**src/rtl/cfg_axis_pattern_pkg.sv**
```systemverilog
// Shared constants for the cfg-bus driven AXI-Stream pattern source:
// register word addresses, CTRL/STATUS bit positions, FSM encodings and
// the saturating COUNT increment.
package cfg_axis_pattern_pkg;

  // Register word addresses
  localparam int REG_CTRL   = 0;
  localparam int REG_LENGTH = 1;
  localparam int REG_BASE   = 2;
  localparam int REG_STEP   = 3;
  localparam int REG_STATUS = 4;
  localparam int REG_COUNT  = 5;

  // CTRL bits (write-only, self-clearing pulses)
  localparam int CTRL_START = 0;
  localparam int CTRL_ABORT = 1;

  // STATUS bits
  localparam int STAT_BUSY    = 0;
  localparam int STAT_DONE    = 1;
  localparam int STAT_ABORTED = 2;

  // FSM state encodings
  localparam logic [0:0] ST_IDLE = 1'b0;
  localparam logic [0:0] ST_RUN  = 1'b1;

  // COUNT sticks at all-ones instead of wrapping back to zero
  function automatic logic [31:0] sat_inc32(input logic [31:0] v);
    return (v == 32'hFFFF_FFFF) ? v : v + 32'd1;
  endfunction

endpackage

```
**src/rtl/cfg_axis_pattern.sv**
```systemverilog
// AXI-Stream arithmetic pattern source programmed over the cfg register bus.
// The CPU writes LENGTH/BASE/STEP, pulses CTRL.start, and the block emits
// BASE, BASE+STEP, ... for LENGTH beats with tlast on the final one.
// Progress is visible through STATUS and COUNT on the registered read port.
//
// Stream handshake: a beat transfers on a rising edge where axis_tvalid and
// axis_tready are both high. Once axis_tvalid is raised it stays high until
// that transfer, and axis_tdata holds steady meanwhile; axis_tlast only ever
// rises while stalled (abort), it never falls. axis_tvalid does not depend on
// axis_tready.
module cfg_axis_pattern
  import cfg_axis_pattern_pkg::*;
#(
  parameter int DATA_WIDTH = 32,
  parameter int CFG_AWIDTH = 5,
  parameter int CFG_DWIDTH = 32
) (
  input  logic                  clk,
  input  logic                  rst,
  input  logic [CFG_DWIDTH-1:0] cfg_wr_data,
  input  logic [CFG_AWIDTH-1:0] cfg_wr_addr,
  input  logic                  cfg_wr_en,
  output logic [CFG_DWIDTH-1:0] cfg_rd_data,
  input  logic [CFG_AWIDTH-1:0] cfg_rd_addr,
  input  logic                  cfg_rd_en,
  output logic [DATA_WIDTH-1:0] axis_tdata,
  output logic                  axis_tvalid,
  input  logic                  axis_tready,
  output logic                  axis_tlast,
  output logic [0:0]            dbg_state
);

  // Programmed registers
  logic [31:0]           length_q;
  logic [DATA_WIDTH-1:0] base_q;
  logic [DATA_WIDTH-1:0] step_q;

  // Run state: shadow copies taken at start so mid-run writes cannot disturb it
  logic [0:0]            state_q;
  logic [31:0]           rem_q;
  logic [DATA_WIDTH-1:0] data_q;
  logic [DATA_WIDTH-1:0] step_sh_q;
  logic                  abort_pend_q;

  // Reported status
  logic                  done_q;
  logic                  aborted_q;
  logic [31:0]           count_q;

  logic                  wr_ctrl;
  logic                  start_req;
  logic                  abort_req;
  logic                  busy;
  logic                  last_beat;
  logic                  fire;
  logic [CFG_DWIDTH-1:0] rd_mux;

  assign wr_ctrl   = cfg_wr_en && (cfg_wr_addr == CFG_AWIDTH'(REG_CTRL));
  assign start_req = wr_ctrl && cfg_wr_data[CTRL_START];
  assign abort_req = wr_ctrl && cfg_wr_data[CTRL_ABORT];

  assign busy      = (state_q == ST_RUN);
  // A pending abort turns the beat currently on the bus into the last one
  assign last_beat = busy && ((rem_q == 32'd1) || abort_pend_q);
  assign fire      = busy && axis_tready;

  assign axis_tvalid = busy;
  assign axis_tlast  = last_beat;
  assign axis_tdata  = data_q;
  assign dbg_state   = state_q;

  // R/W configuration registers; CTRL, STATUS, COUNT and unmapped writes fall through
  always_ff @(posedge clk) begin
    if (rst) begin
      length_q <= '0;
      base_q   <= '0;
      step_q   <= '0;
    end else if (cfg_wr_en) begin
      case (cfg_wr_addr)
        CFG_AWIDTH'(REG_LENGTH): length_q <= 32'(cfg_wr_data);
        CFG_AWIDTH'(REG_BASE):   base_q   <= DATA_WIDTH'(cfg_wr_data);
        CFG_AWIDTH'(REG_STEP):   step_q   <= DATA_WIDTH'(cfg_wr_data);
        default: ;
      endcase
    end
  end

  // Run FSM: start loads shadows, each handshake advances the sequence
  always_ff @(posedge clk) begin
    if (rst) begin
      state_q      <= ST_IDLE;
      rem_q        <= '0;
      data_q       <= '0;
      step_sh_q    <= '0;
      abort_pend_q <= 1'b0;
      done_q       <= 1'b0;
      aborted_q    <= 1'b0;
      count_q      <= '0;
    end else begin
      case (state_q)
        ST_IDLE: begin
          // Abort alone is ignored here; start wins over a simultaneous abort
          if (start_req) begin
            count_q      <= '0;
            aborted_q    <= 1'b0;
            abort_pend_q <= 1'b0;
            if (length_q != 32'd0) begin
              state_q   <= ST_RUN;
              rem_q     <= length_q;
              data_q    <= base_q;
              step_sh_q <= step_q;
              done_q    <= 1'b0;
            end else begin
              // Empty run completes immediately without any beat
              done_q <= 1'b1;
            end
          end
        end
        ST_RUN: begin
          // Repeated start is ignored while busy
          if (abort_req) begin
            abort_pend_q <= 1'b1;
          end
          if (fire) begin
            count_q <= sat_inc32(count_q);
            data_q  <= data_q + step_sh_q;
            rem_q   <= rem_q - 32'd1;
            if (last_beat) begin
              state_q      <= ST_IDLE;
              done_q       <= 1'b1;
              aborted_q    <= abort_pend_q;
              abort_pend_q <= 1'b0;
            end
          end
        end
        default: state_q <= ST_IDLE;
      endcase
    end
  end

  // Read mux; unmapped addresses and CTRL read as zero
  always_comb begin
    rd_mux = '0;
    case (cfg_rd_addr)
      CFG_AWIDTH'(REG_LENGTH): rd_mux = CFG_DWIDTH'(length_q);
      CFG_AWIDTH'(REG_BASE):   rd_mux = CFG_DWIDTH'(base_q);
      CFG_AWIDTH'(REG_STEP):   rd_mux = CFG_DWIDTH'(step_q);
      CFG_AWIDTH'(REG_STATUS): begin
        rd_mux[STAT_BUSY]    = busy;
        rd_mux[STAT_DONE]    = done_q;
        rd_mux[STAT_ABORTED] = aborted_q;
      end
      CFG_AWIDTH'(REG_COUNT):  rd_mux = CFG_DWIDTH'(count_q);
      default: ;
    endcase
  end

  // Registered read data, zero whenever no read was strobed
  always_ff @(posedge clk) begin
    if (rst) begin
      cfg_rd_data <= '0;
    end else if (cfg_rd_en) begin
      cfg_rd_data <= rd_mux;
    end else begin
      cfg_rd_data <= '0;
    end
  end

endmodule

```
**config.mk**
```make
export PLATFORM = sky130hd
export DESIGN_NAME = cfg_axis_pattern
export DESIGN_NICKNAME = d
export VERILOG_FILES = /design/src/rtl/cfg_axis_pattern_pkg.sv /design/src/rtl/cfg_axis_pattern.sv
export SDC_FILE = /design/constraint.sdc
export NUM_CORES = 1
export LEC_CHECK = 0
export BUFFER_PORTS_ARGS = -buffer_cell sky130_fd_sc_hd__buf_2
export CORE_MARGIN = 2
export CORE_UTILIZATION = 35
export DETAILED_ROUTE_END_ITERATION = 10
export GPL_ROUTABILITY_DRIVEN = 0
export GPL_TIMING_DRIVEN = 0
export PLACE_DENSITY_LB_ADDON = 0.05
export SETUP_SLACK_MARGIN = 0.05
export SLEW_MARGIN = 15
export SYNTH_ARGS = -nofsm -noshare
export SYNTH_HDL_FRONTEND = slang
export SYNTH_SLANG_ARGS = --single-unit
```
**constraint.sdc**
```tcl
create_clock -name clk -period 3 [get_ports clk]
set_input_delay 0 -clock clk [delete_from_list [all_inputs] [get_ports clk]]
set_output_delay 0 -clock clk [all_outputs]
set_load 0.02 [all_outputs]
```
# Yosys cells after proc, flatten, opt, wreduce, memory -nomap -nowiden
# Index checks and enable logic that the tools add are counted.
[word_totals] ff_bits=260 input_bits=47 output_inout_bits=67 elab_cells=80
[op_classes] addsub=3 n_eq_ne=15 mux=32 n_bitwise=2 n_reduce_logical=16
[op_table] op="$mux W32" count=9
[op_table] op="$pmux W32 S2" count=3
[op_table] op="$pmux W29 S4" count=1
[op_table] op="$add A32 B1 Y32 const B" count=1
[op_table] op="$add A32 B32 Y32" count=1
[op_table] op="$eq A32 B1 Y1 const B" count=1
[op_table] op="$eq A32 B32 Y1 const B" count=1
[op_table] op="$reduce_bool A32 Y1" count=1
[op_table] op="$sub A32 B1 Y32 const B" count=1
[op_table] op="$eq A5 B2 Y1 const B" count=4
[op_table] op="$pmux W3 S5" count=1
[op_table] op="$mux W1" count=14
[op_table] op="$reduce_and A3 Y1" count=4
[op_table] op="$eq A5 B1 Y1 const B" count=2
[op_table] op="$eq A5 B3 Y1 const B" count=2
[op_table] op="$ne A2 B2 Y1 const B" count=4
[op_table] op="$pmux W1 S2" count=4
[op_table] op="$reduce_and A2 Y1" count=3
[op_table] op="$logic_and A1 B1 Y1" count=5
[op_table] op="$logic_not A5 Y1" count=1
[op_table] op="$ne A2 B1 Y1 const B" count=1
[op_table] op="$not A1 Y1" count=2
[op_table] op="$reduce_or A2 Y1" count=1
[op_table] op="$logic_or A1 B1 Y1" count=1

# Logic depth before layout (Yosys ltp)
[depth] ltp_word=7 depth_mapped=11 mapped_depth_nobuf=11

# Worst setup path after synthesis
# OpenSTA, ideal clock, no wires.
[synth_timing] path_kind="register to register" startpoint="reg data_q[3] (netlist: axis_tdata[3])" endpoint="reg data_q[27] (netlist: axis_tdata[27])" setup_time_ps=95 arrival_time_ps=2762 t_required_ps=2905 slack_ps=143 path_stages_with_launch=11 path_buffers=0 period_less_slack_ps=2857 path_cell_list="dfxtp_1 -> ha_1 -> and2_1 -> a221oi_1 -> a21boi_0 -> nor4_1 -> o31a_1 -> o21bai_1 -> a221oi_1 -> xor2_1 -> a221oi_1"
[synth_via] elab_chain_len=3
[synth_lines] element="from (decl)" line="cfg_axis_pattern.sv:41" source="logic [DATA_WIDTH-1:0] data_q;"
[synth_lines] element="from (signal assigned)" line="cfg_axis_pattern.sv:110" source="data_q <= base_q;"
[synth_lines] element="from (signal assigned)" line="cfg_axis_pattern.sv:126" source="data_q <= data_q + step_sh_q;"
[synth_lines] element="$add A32 B32 Y32" line="cfg_axis_pattern.sv:126"
[synth_lines] element="$mux W32" line="cfg_axis_pattern.sv:124" source="if (fire) begin"
[synth_lines] element="$pmux W32 S2" line="cfg_axis_pattern.sv:100" source="case (state_q)"
# Every way passes these cells. The select of a mux whose other input is x is not followed.
# A chain may end at the register's enable or synchronous reset.

# Final worst setup path
[layout_timing] startpoint="reg rem_q[18]" endpoint="out axis_tlast"
[layout_via] elab_chain_len=3
[layout_lines] element="from (decl)" line="cfg_axis_pattern.sv:40" source="logic [31:0] rem_q;"
[layout_lines] element="from (signal assigned)" line="cfg_axis_pattern.sv:109" source="rem_q <= length_q;"
[layout_lines] element="from (signal assigned)" line="cfg_axis_pattern.sv:127" source="rem_q <= rem_q - 32'd1;"
[layout_lines] element="$eq A32 B1 Y1" line="cfg_axis_pattern.sv:64" source="assign last_beat = busy && ((rem_q == 32'd1) || abort_pend_q);"
[layout_lines] element="$logic_or A1 B1 Y1" line="cfg_axis_pattern.sv:64"
[layout_lines] element="$logic_and A1 B1 Y1" line="cfg_axis_pattern.sv:64"
[layout_lines] element="to (decl)" line="cfg_axis_pattern.sv:29" source="output logic axis_tlast,"
# Every way passes these cells.

==> summary.txt <==
Run status
  – Status: complete, no violations

Global route
  – M1 GR Usage: 39.2%
  – GRT Max-Usage Layer: met2
  – GR met3 Demand/Resource: between 6 and 7%
  – Vias in the first global route: 11,824
  – GRT met2 Usage: 43.0%
  – Overflow after GRT: 0
  – First-pass GRT wire length: 77.0 mm
  – Initial antenna violation count: 1
  – Largest net degree at the start of global routing: 16
  – GRT Total Usage: 28.1%

Synth
  – Compound-cell area share of the yosys netlist: a little over a fifth
  – Mux share of post-synthesis cell area: 3.95%
  – Post-synth EDFFs: 0
  – Ys Warns: 0
  – Cells after Synth: 1,550
  – Ys async rst share: 0%
  – Part of the Yosys area used for sequential elements: 41.6%
  – Ys flop type: dfxtp_1
  – Adder-cell share of the synthesized area: 3.56%
  – Synth Area in XOR/XNOR: around 3.5%
  – Synth Net Count: 1,632
  – Cell variety after synth: 73
  – Simple-Gate Fraction of Synth Area: 21.9%
  – Largest family of logic cells by synthesized area: simple AND/OR/NAND/NOR gates
  – Synthesized area per cell: between 8 and 9 sq um
  – Synthesized area: 12,500 sq um
  – Yosys reg bits: 260

Timing
  – Hold Slack: 0.0140 ns
  – Sum of negative setup slack: 0 ns
  – Final setup viols: 0
  – Slew HR: 25.8%
  – Pins Over Slew Limit: 0
  – Period utilization: 96.9%
  – Final hold violation count: 0
  – Slew of the pin with the lowest slew margin: 1.11 ns
  – Final Critical Period: ~2.9 ns
  – Fmax: 0.344 GHz
  – RSZ-0062 raised after global routing: true
  – Skew final: 0.0123 ns

Clocking
  – CTS H-tree lvls: 1
  – Number of clock sinks: 260
  – Clk buf depth: 3
  – Root buf cell: clkbuf_16
  – TritonCTS Buffers: 31
  – CTS tree: built
  – Clock Pin Slew Worst Setup and Hold Paths: 0.07 ns
  – Skew-Pair Late Insertion Delay: approximately 0.59 ns

Cells and area
  – Post-Layout Cell Count: 2,229
  – Utilization after layout: about 44%
  – P&R area growth vs syn: 24.4%
  – Nets@finish: 1,825
  – Layout cells sized above 1: 14.3%

Critical path
  – Crit path capture type: primary output
  – Worst r2r path cells: 12
  – Slowest cell delay on critical path: around 0.6 ns
  – WS Path Type: reg -> out
  – Slowest CP cell: or4_1
  – Critical path arrival: ~2.9 ns
  – Startpoint Class: flip-flop
  – CP Data Required Time: ~3 ns
  – Cell breakdown of the critical path: or4_1 -> or3_4 -> nor4_4 -> a31oi_2 -> nor2_2 -> buf_2
  – Worst-path maximum fanout: 7

Power and ir drop
  – Peak supply drop: 0.000468 V
  – Leakage: 5.96 nW
  – Pwr dens: 527 nW/um^2

Route
  – Vias: 12,647
  – Via density: 5.67
  – 1st-iter DRT viols: 1,302
  – WL per Instance: 23.8 um
  – Final antenna-violating net count: 0
  – DR DRC count: 0
  – 1st-pass router iterations: 9
  – Total Wirelength: 53.1 mm

Floorplanning
  – # rows: 69
  – DIE WIDTH: 193 um
  – I/O pin total: 114
  – Starting Density: a little over a third
  – Die ar.: ~37,000 sq um
  – Core area: 35,400 sq um
  – Die Ht: 193 um

Placed design
  – Port Buf Inserts: 111
  – Dpl hpwl: between 30 and 40 mm
  – Placed instance count: between 2,000 and 2,500

Hold path
  – Tightest Hold Check Type: in -> reg
  – Hold path cells: 5

Job
  – Total of max-cap violations: 0
==> area by class of cell <==
class / count / area, sq um
Clock buffer: 41 / 903
Sequential cell: 260 / 5210
Clock inverter: 16 / 289
Multi-Input combinational cell: 1165 / 7010
Fill cell: 3585 / 19800
Buffer: 99 / 444
Antenna cell: 1 / 2.50
Inverter: 25 / 93.8
Timing Repair Buffer: 161 / 1030
Tap cell: 461 / 577
==> synth_stat cells (5+ instances only) <==
cell / n / area, sq um
xnor2_1: 29 / 254
a222oi_1: 29 / 290
a21oi_1: 196 / 981
nor3_1: 17 / 85.1
a211oi_1: 38 / 285
nor4_1: 17 / 106
mux2i_1: 46 / 460
a221oi_1: 8 / 70.1
nand3_1: 26 / 130
o211ai_1: 5 / 37.5
nand2_1: 309 / 1160
a31oi_1: 13 / 81.3
buf_6: 5 / 56.3
and3_1: 10 / 62.6
or3_1: 13 / 81.3
nand3b_1: 9 / 67.6
and2_1: 11 / 68.8
clkbuf_1: 90 / 338
o22ai_1: 14 / 87.6
a21o_1: 13 / 97.6
and4_1: 5 / 43.8
inv_1: 24 / 90.1
nor2_1: 138 / 518
nand4_1: 14 / 87.6
dfxtp_1: 260 / 5200
o21ai_0: 48 / 240
nand2b_1: 12 / 75.1
xor2_1: 21 / 184
o31ai_1: 5 / 37.5
ha_1: 34 / 425
o21bai_1: 9 / 67.6
a22oi_1: 14 / 105
==> routing by layer <==
layer / part of all wire, % / routed length, um
met1: 46 / 24200
met2: 43 / 23000
met3: 8.1 / 4330
met4: 3.0 / 1600
met5: 0 / 0
==> where the power goes <==
| part | leakage, nW | internal, W | switching, W |
|---|---|---|---|
| logic | 3.28 | 0.0000997 | 0.000204 |
| clock network | 0.585 | 0.00279 | 0.00162 |
| registers | 2.10 | 0.00346 | 0.0000165 |
| total | 5.96 | 0.00635 | 0.00184 |
==> flip-flops by register name, summed over array words and instances (netlist names), 32 cells and up <==
register / flops
axis_tdata: 32
base_q: 32
cfg_rd_data: 32
count_q: 32
length_q: 32
rem_q: 32
step_q: 32
step_sh_q: 32
==> worst paths after layout <==
path	from	end	slack [ns]
setup / recovery	rem_q[18]	axis_tlast	0.09
hold / removal	cfg_wr_addr[3]	step_q[0]	0.01
setup reg to reg	axis_tdata[3]	axis_tdata[29]	0.13
hold reg to reg	base_q[13]	base_q[13]	0.47
==> worst max-delay path, delay by kind of cell, from the launching register on <==
kind | cells | cell delay (ns)
AOI/OAI and AO/OA | 1 | 0.19
DFF | 1 | 0.38
buffers and inverters | 1 | 0.21
and+or+nand+nor | 4 | 1.55
==> cell usage in the layout, fill, tap and decap left out, types with 6 or more instances in the layout <==
cell,count
a21o_1,13
inv_1,24
dlygate4sd3_1,41
a22oi_1,14
nand2_1,309
nand3_1,26
a21oi_1,194
mux2i_1,46
o22ai_1,14
clkbuf_16,31
and2_1,10
buf_4,12
a211oi_1,36
clkbuf_2,8
clkbuf_8,10
nand2b_1,12
o21bai_1,6
or3_1,12
nor2_1,135
ha_1,31
nor4_1,14
nand3b_1,9
and3_1,10
nand4_1,14
a31oi_1,11
o21ai_0,45
dfxtp_1,255
buf_2,112
a222oi_1,29
clkbuf_1,82
xnor2_1,29
bufinv_16,8
nor3_1,16
xor2_1,21
==> cell families (layout without fill, tap and decap cells) <==
family	count (synthesis)	in the layout
AO/OA/AOI/OAI	422	422
XOR/XNOR	50	50
adder cells (fa/ha/maj)	35	35
buffers and inverters	125	342
flip-flops	260	260
multiplexers	49	49
other	0	1
AND/OR/NAND/NOR	609	609
==> metrics by stage <==
stage	area [sq um]	total power, W	worst slack [ns]
after floorplan	12500	0.00367	0.143
after global placement	13600	0.00381	-0.934
after detailed placement	13600	0.00382	-0.934
after CTS	15400	0.00823	0.0532
after global routing	15600	0.00839	0.0310
final	15600	0.00819	0.0940
==> repair_timing <==
item / CTS / global route
pin swaps: 6 / 13
setup buffers: 5 / 5
setup endpoints to repair: 69 / 77
hold buffers: 40 / 0
hold endpoints to repair: 104 / 0
gates resized for setup: 33 / 25
(Power assumes the default switching activity.)
